## config.mk

```make
export PLATFORM = sky130hd
export DESIGN_NAME = sync_fifo_param
export DESIGN_NICKNAME = d
export VERILOG_FILES = /design/src/rtl/sync_fifo_param.sv
export SDC_FILE = /design/constraint.sdc
export NUM_CORES = 1
export LEC_CHECK = 0
export ABC_AREA = 1
export CORE_ASPECT_RATIO = 0.7
export CORE_MARGIN = 5
export CORE_UTILIZATION = 35
export DETAILED_ROUTE_END_ITERATION = 10
export PLACE_DENSITY_LB_ADDON = 0.1
export SYNTH_ARGS = -nofsm -noshare
export SYNTH_HDL_FRONTEND = slang
export SYNTH_SLANG_ARGS = --single-unit
```

## constraint.sdc

```tcl
create_clock -name clk -period 2.5 [get_ports clk]
set_input_delay 0.375 -clock clk [delete_from_list [all_inputs] [get_ports clk]]
set_output_delay 0.375 -clock clk [all_outputs]
set_load 0.005 [all_outputs]
```

## src/rtl/sync_fifo_param.sv

```systemverilog
// Synchronous single-clock FIFO with programmable depth (any size 2..1024),
// almost-full/almost-empty thresholds, registered status pulses, and a
// selectable standard or first-word-fall-through read port.
module sync_fifo_param #(
  parameter int DATA_WIDTH    = 16,
  parameter int FIFO_DEPTH    = 8,
  parameter int AFULL_THRESH  = FIFO_DEPTH - 1,
  parameter int AEMPTY_THRESH = 1,
  parameter int FWFT          = 0,
  localparam int CW = $clog2(FIFO_DEPTH + 1),
  localparam int PW = (FIFO_DEPTH > 1) ? $clog2(FIFO_DEPTH) : 1
) (
  input  logic                  clk,
  input  logic                  rst_n,
  input  logic                  flush,
  input  logic                  wr_en,
  input  logic [DATA_WIDTH-1:0] data_in,
  input  logic                  rd_en,
  output logic [DATA_WIDTH-1:0] data_out,
  output logic [CW-1:0]         count,
  output logic                  full,
  output logic                  empty,
  output logic                  almostfull,
  output logic                  almostempty,
  output logic                  wr_ack,
  output logic                  overflow,
  output logic                  underflow
);

  // Storage is deliberately left out of reset/flush; only control is cleared.
  logic [DATA_WIDTH-1:0] r_mem [FIFO_DEPTH];
  logic [PW-1:0]         r_wr_ptr;
  logic [PW-1:0]         r_rd_ptr;
  logic [CW-1:0]         r_count;

  logic w_wr_acc;
  logic w_rd_acc;

  // Pointer advance with explicit wrap so non-power-of-two depths work.
  function automatic logic [PW-1:0] f_next_ptr(input logic [PW-1:0] ptr);
    if (ptr == PW'(FIFO_DEPTH - 1)) return '0;
    return ptr + PW'(1);
  endfunction

  assign count       = r_count;
  assign full        = (r_count == CW'(FIFO_DEPTH));
  assign empty       = (r_count == '0);
  assign almostfull  = (r_count >= CW'(AFULL_THRESH)) && !full;
  assign almostempty = (r_count <= CW'(AEMPTY_THRESH)) && !empty;

  // Flush blocks both ports; a full FIFO still reads and an empty one still writes.
  assign w_wr_acc = wr_en && !full  && !flush;
  assign w_rd_acc = rd_en && !empty && !flush;

  // Write the storage array on an accepted write.
  always_ff @(posedge clk) begin
    if (w_wr_acc) r_mem[r_wr_ptr] <= data_in;
  end

  // Pointer and occupancy bookkeeping; flush clears them synchronously.
  always_ff @(posedge clk or negedge rst_n) begin
    if (!rst_n) begin
      r_wr_ptr <= '0;
      r_rd_ptr <= '0;
      r_count  <= '0;
    end else if (flush) begin
      r_wr_ptr <= '0;
      r_rd_ptr <= '0;
      r_count  <= '0;
    end else begin
      if (w_wr_acc) r_wr_ptr <= f_next_ptr(r_wr_ptr);
      if (w_rd_acc) r_rd_ptr <= f_next_ptr(r_rd_ptr);
      case ({w_wr_acc, w_rd_acc})
        2'b10:   r_count <= r_count + CW'(1);
        2'b01:   r_count <= r_count - CW'(1);
        default: r_count <= r_count;
      endcase
    end
  end

  // One-cycle status pulses describing what happened at the previous edge.
  always_ff @(posedge clk or negedge rst_n) begin
    if (!rst_n) begin
      wr_ack    <= 1'b0;
      overflow  <= 1'b0;
      underflow <= 1'b0;
    end else begin
      wr_ack    <= w_wr_acc;
      overflow  <= wr_en && full  && !flush;
      underflow <= rd_en && empty && !flush;
    end
  end

  generate
    if (FWFT == 0) begin : g_std
      logic [DATA_WIDTH-1:0] r_data_out;
      // Standard mode: capture the head word on the edge that pops it.
      always_ff @(posedge clk or negedge rst_n) begin
        if (!rst_n)        r_data_out <= '0;
        else if (w_rd_acc) r_data_out <= r_mem[r_rd_ptr];
      end
      assign data_out = r_data_out;
    end else begin : g_fwft
      // Head word is always visible; forced to zero while empty so reset reads 0.
      assign data_out = empty ? '0 : r_mem[r_rd_ptr];
    end
  endgenerate

endmodule

```

## Word-level counts from Yosys, hierarchy flattened

Memories as Yosys holds them, arrays and structs flattened. A register that Yosys moved wholly into a read port is not among the register bits.
Index checks and enable logic that the tools add are counted.

- Order comparisons: 2
- Add/subtract/negate cells: 4
- Eq/ne operators: 5
- Reductions and logical operators: 18
- Muxes and demuxes: 18

Operators with widths:

| operator | number |
|---|---|
| $mux 3 | 8 |
| $logic_and 1x1->1 | 10 |
| $mux 1 | 8 |
| $pmux 4 s2 | 1 |
| $add 3x1->3 const B | 2 |
| $eq 3x3->1 const B | 2 |
| $add 4x1->4 const B | 1 |
| $eq 4x4->1 const B | 1 |
| $ge 4x3->1 const B | 1 |
| $le 4x1->1 const B | 1 |
| $logic_not 1->1 | 4 |
| $logic_not 4->1 | 1 |
| $mux 4 | 1 |
| $reduce_bool 2->1 | 2 |
| $sub 4x1->4 const B | 1 |
| $reduce_bool 3->1 | 1 |
| $eq 2x1->1 const B | 1 |
| $eq 2x2->1 const B | 1 |

- Input bits: 21
- Word-level logic and storage cells: 54
- Output and inout port bits: 27
- Memory bits (writable): 128
- Bits in registers: 13
- Memories kept: 1

Memory list:

| memory | words | width | read ports | clocked after Yosys merged registers in | wr ports | RTL line | text |
|---|---|---|---|---|---|---|---|
| r_mem | 8 | 16 | 1 | 1 | 1 | 31 | `logic [DATA_WIDTH-1:0] r_mem [FIFO_DEPTH];` |

## Depth between registers and ports, before layout

- Depth in word-level cells: 9
- Mapped depth: 9
- Mapped depth without buffers: 9

## Least setup slack after synthesis

OpenSTA, ideal clock, no wires.

- Path kind: register -> register
- Start: register r_count[0], in the netlist count[0]
- End: memory r_mem[0][0], enable pin
- Setup time: 0.388 ns
- Arrival: 1.946 ns
- Cell stages (with the launch flop): 8
- Data required time: 2.112 ns
- Buffers on the path: 0
- Clock period less this slack: 2.334 ns
- Slack: 0.166 ns
- Cells stage by stage: dfrtp_1 inv_1 ha_1 nand3_2 nand2_4 inv_4 nand2_1 nor2_1

- Cells in the longest elaborated chain, start to end: 6

Ends and longest elaborated chain:

| what | RTL line | text |
|---|---|---|
| from (decl) | 34 | `logic [CW-1:0] r_count;` |
| from (signal assigned) | 74 | `2'b10: r_count <= r_count + CW'(1);` |
| from (signal assigned) | 75 | `2'b01: r_count <= r_count - CW'(1);` |
| from (signal assigned) | 76 | `default: r_count <= r_count;` |
| $eq 4x4->1 | 46 | `assign full = (r_count == CW'(FIFO_DEPTH));` |
| $logic_not 1->1 | 52 | `assign w_wr_acc = wr_en && !full && !flush;` |
| $logic_and 1x1->1 (2 in a row) | 52 |  |
| via w_wr_acc | 36 | `logic w_wr_acc;` |
| $mux 1 | 57 | `if (w_wr_acc) r_mem[r_wr_ptr] <= data_in;` |
| $mux 1 (implied by the code) | 57 |  |
| to (decl) | 31 |  |

The timed path passes the listed nets, and every way through them passes these cells.

## Worst setup path after layout

- Start: register r_count[1], in the netlist count[1]
- End: output almostempty

- Cells in the longest elaborated chain, start to end: 3
- Elaborated cells between the ends (all ways): 4
- Classes of those cells: order compare: 1; reduce/logical: 3

Ends and longest elaborated chain:

| what | RTL line | text |
|---|---|---|
| parallel branches: the longest is 2 deep, another holds $le 4x1->1 | n/a |  |
| $logic_and 1x1->1 (*) | 49 | `assign almostempty = (r_count <= CW'(AEMPTY_THRESH)) && !empty;` |
| to (decl) | 24 | `output logic almostempty,` |

Every way passes the cells marked *.

==> results.json <==
{
  "slowest_stage": "clkdlybuf4s50_1",
  "final_cells": 891,
  "syn-num-nets": 607,
  "nFillCells": 1783,
  "power.leakage_nw": 3.12,
  "swShare": 0.301,
  "grt_antenna_before_repair": 0,
  "status": "complete, no violations",
  "core_sq_mm": 0.0188,
  "rows": 42,
  "hold_path.class": "in -> async",
  "final.setup.tns_ps": 0,
  "placed_area_sq_mm": 0.00745,
  "min_period_ps": 2340,
  "fin_nets": 664,
  "netlist_area_sq_mm": 0.00668,
  "final-hold-violation-count": 0,
  "die_y_microns": 126,
  "worst_slew_pin_slew_ps": 836,
  "yosysUniqueCellTypes": 28,
  "grt_max_degree": 98,
  "syn2layout_area_growth_pct": 21.1,
  "htreeDepth": 4,
  "comb_power_share": 0.256,
  "drive_gt1_frac": 0.122,
  "worstSetupStartpointType": "flop",
  "start_util": 0.355,
  "worstPathCellList": "inv_1 -> ha_4 -> nand2_2 -> inv_1 -> nor2_1 -> clkdlybuf4s50_1",
  "ys_ff_latch": 157,
  "setup_viol": 0,
  "firstDrtPassIters": 4,
  "crit_buf_inv": 3,
  "antenna_left": 0,
  "port_buffers": 47,
  "grt_pass1_wl_microns": 24600,
  "clock_sinks": 157,
  "placedCellCount": 858,
  "gp_congestion": 0.758,
  "die_w_microns": 175,
  "clockPowerShare": 0.335,
  "cts_tree": "built",
  "ir_worst_vdd_v": 0.000364,
  "ys_seq_area_frac": 0.685,
  "rsz0062_at_grt": "false",
  "skew_ps": 10.5,
  "routed_wl_microns": 15800,
  "critPathMaxFanout": 7,
  "netlist_instances": 579,
  "p_int_mw": 5.52,
  "grt.overflow.total": 0,
  "final_max_slew_viol_count": 0,
  "required_ps": 2120,
  "critPathTopFamily": "buffers and inverters",
  "synth_area_per_cell_sq_um": 11.5,
  "yosysWarnings": 0,
  "crit_type": "reg -> out",
  "clk_pin_slew_ps": 60,
  "dp_hpwl_microns": 10100,
  "drc": 0,
  "n_antenna_cell": 0,
  "vias_per_cell": 4.68,
  "fmax_mhz": 427,
  "seqPwrFrac": 0.410,
  "vias": 4168,
  "wl_per_cell_microns": 17.7,
  "die_area_sq_mm": 0.0220,
  "relSlewSlack": 0.442,
  "slowest_delay_ps": 520,
  "cts-buffers-inserted": 17,
  "period_share": 0.937,
  "path_common_cell": "inv_1",
  "drtIter0Drc": 323,
  "cp_data_arrival_time_ps": 1970,
  "p_per_area_mw_per_mm2": 977,
  "fin_area_sq_mm": 0.00808,
  "grt_use_total": 0.149,
  "clockBufferDepth": 2,
  "grt_pass1_vias": 4242,
  "clock_latency_ps": 420,
  "endpoint_kind": "primary output",
  "cts_root_buffer": "clkbuf_16",
  "p_sw_mw": 2.37,
  "cap_violations": 0,
  "io_pins": 48
}
[state kept, by name, indices dropped and copies added, names as in the netlist]
register	count
r_mem	128
wr_ack	1
count	4
r_rd_ptr	3
r_wr_ptr	3
underflow	1
data_out	16
overflow	1
[Yosys cell counts]
cell | instances | area [sq um]
clkinv_1 | 1 | 3.75
nor3_1 | 1 | 5.00
nand2_8 | 2 | 40.0
o211ai_1 | 22 | 165
buf_4 | 3 | 22.5
buf_6 | 7 | 78.8
nand2_1 | 160 | 601
a21oi_4 | 1 | 16.3
o21ai_1 | 6 | 30.0
nor2_1 | 49 | 184
o21ai_0 | 17 | 85.1
buf_2 | 14 | 70.1
nand4_1 | 5 | 31.3
o211ai_2 | 10 | 125
ha_1 | 7 | 87.6
inv_4 | 2 | 12.5
dfrtp_1 | 29 | 726
inv_2 | 2 | 7.51
clkbuf_1 | 3 | 11.3
xor2_1 | 1 | 8.76
inv_1 | 46 | 173
nor2_2 | 1 | 6.26
nand3_1 | 54 | 270
edfxtp_1 | 128 | 3840
nand2_4 | 1 | 11.3
nand3_2 | 3 | 30.0
nor2_4 | 1 | 11.3
nand2_2 | 3 | 18.8
[routing by layer]
metal	wire [microns]	GRT usage	vias to the layer above	part of all wire
li1	-	-	2092	-
met1	7820	0.215	2004	0.49
met2	7270	0.226	65	0.46
met3	579	0.0326	7	0.037
met4	129	0.0485	0	0.0082
met5	0	0	-	0
[placed cells by master (no fill, tap or decap), types with 6 or more instances in the layout]
cell type / instances
buf_4: 13
clkbuf_16: 17
clkdlybuf4s50_1: 46
dfrtp_1: 26
edfxtp_1: 128
ha_1: 6
inv_1: 46
nand2_1: 160
nand3_1: 54
nor2_1: 49
o211ai_1: 22
o211ai_2: 10
o21ai_0: 17
o21ai_1: 6
[through the flow]
| step | power (mW) | hold slack, ps | setup WS (ps) | util |
|---|---|---|---|---|
| finish | 7.89 | 54.1 | 157 | 0.430 |
| global route | 8.35 | 103 | 39.0 | 0.430 |
| CTS | 7.99 | 70.7 | 39.3 | 0.429 |
| detailed placement | 5.31 | 465 | 339 | 0.396 |
| global placement | 5.30 | 465 | 372 | 0.396 |
| floorplan | 4.53 | 79.4 | 166 | - |
[final timing paths]
| kind | start | end | slack [ps] | depth (start not counted) |
|---|---|---|---|---|
| worst min-delay path | rst_n | data_out[0] | 50 | 1 |
| worst min register to register | data_out[14] | data_out[14] | 480 | 2 |
| worst max register to register | r_rd_ptr[2] | data_out[3] | 570 | 4 |
| worst max-delay path | count[1] | almostempty | 160 | 6 |
| max in group asynchronous | rst_n | r_rd_ptr[0] | 1870 | 1 |
| min in group clk | data_out[14] | data_out[14] | 480 | 2 |
[power by group through the flow]
stage	Combinational (mW)	Clock [mW]	Sequential, mW
after floorplan	1.28	0	3.25
after global placement	2.01	0	3.29
after detailed placement	2.02	0	3.29
after CTS	2.03	2.73	3.24
after global routing	2.25	2.84	3.27
final	2.02	2.64	3.23
[timing repair]
| item | 4_1_cts | 5_1_grt |
|---|---|---|
| gates resized for setup | 2 | 2 |
| hold buffers | 0 | 0 |
| buffers inserted | 0 | 1 |
| setup endpoints to repair | 4 | 3 |
| gates cloned | 0 | 0 |
| pin swaps | 0 | 0 |
[kinds of logic (layout without fill, tap and decap cells)]
| logic type | count (synthesis) | in the layout | synth area share |
|---|---|---|---|
| AOI/OAI and AO/OA | 56 | 56 | 0.0632 |
| and+or+nand+nor | 280 | 280 | 0.181 |
| DFF | 157 | 157 | 0.685 |
| buffers and inverters | 78 | 148 | 0.0568 |
| xor gates and xnor gates | 1 | 1 | 0.00131 |
| adders and majority gates | 7 | 7 | 0.0131 |
[worst register-to-register path, stage by stage (launching register included)]
cell and delay (ps):
dfrtp_1 640, clkinv_1 650, nand3_1 350, nand3_1 140
nand2_1 90
[cell type report]
cell class	count	area (sq um)	share of cell area
Inverter	51	196	0.0243
Timing Repair Buffer	65	663	0.0820
Multi-Input combinational cell	344	1740	0.215
Clock buffer	20	447	0.0553
Sequential cell	157	4570	0.566
Clock inverter	12	163	0.0201
Tap cell	242	303	0.0375
No activity file was read; power rests on OpenSTA's default activity.
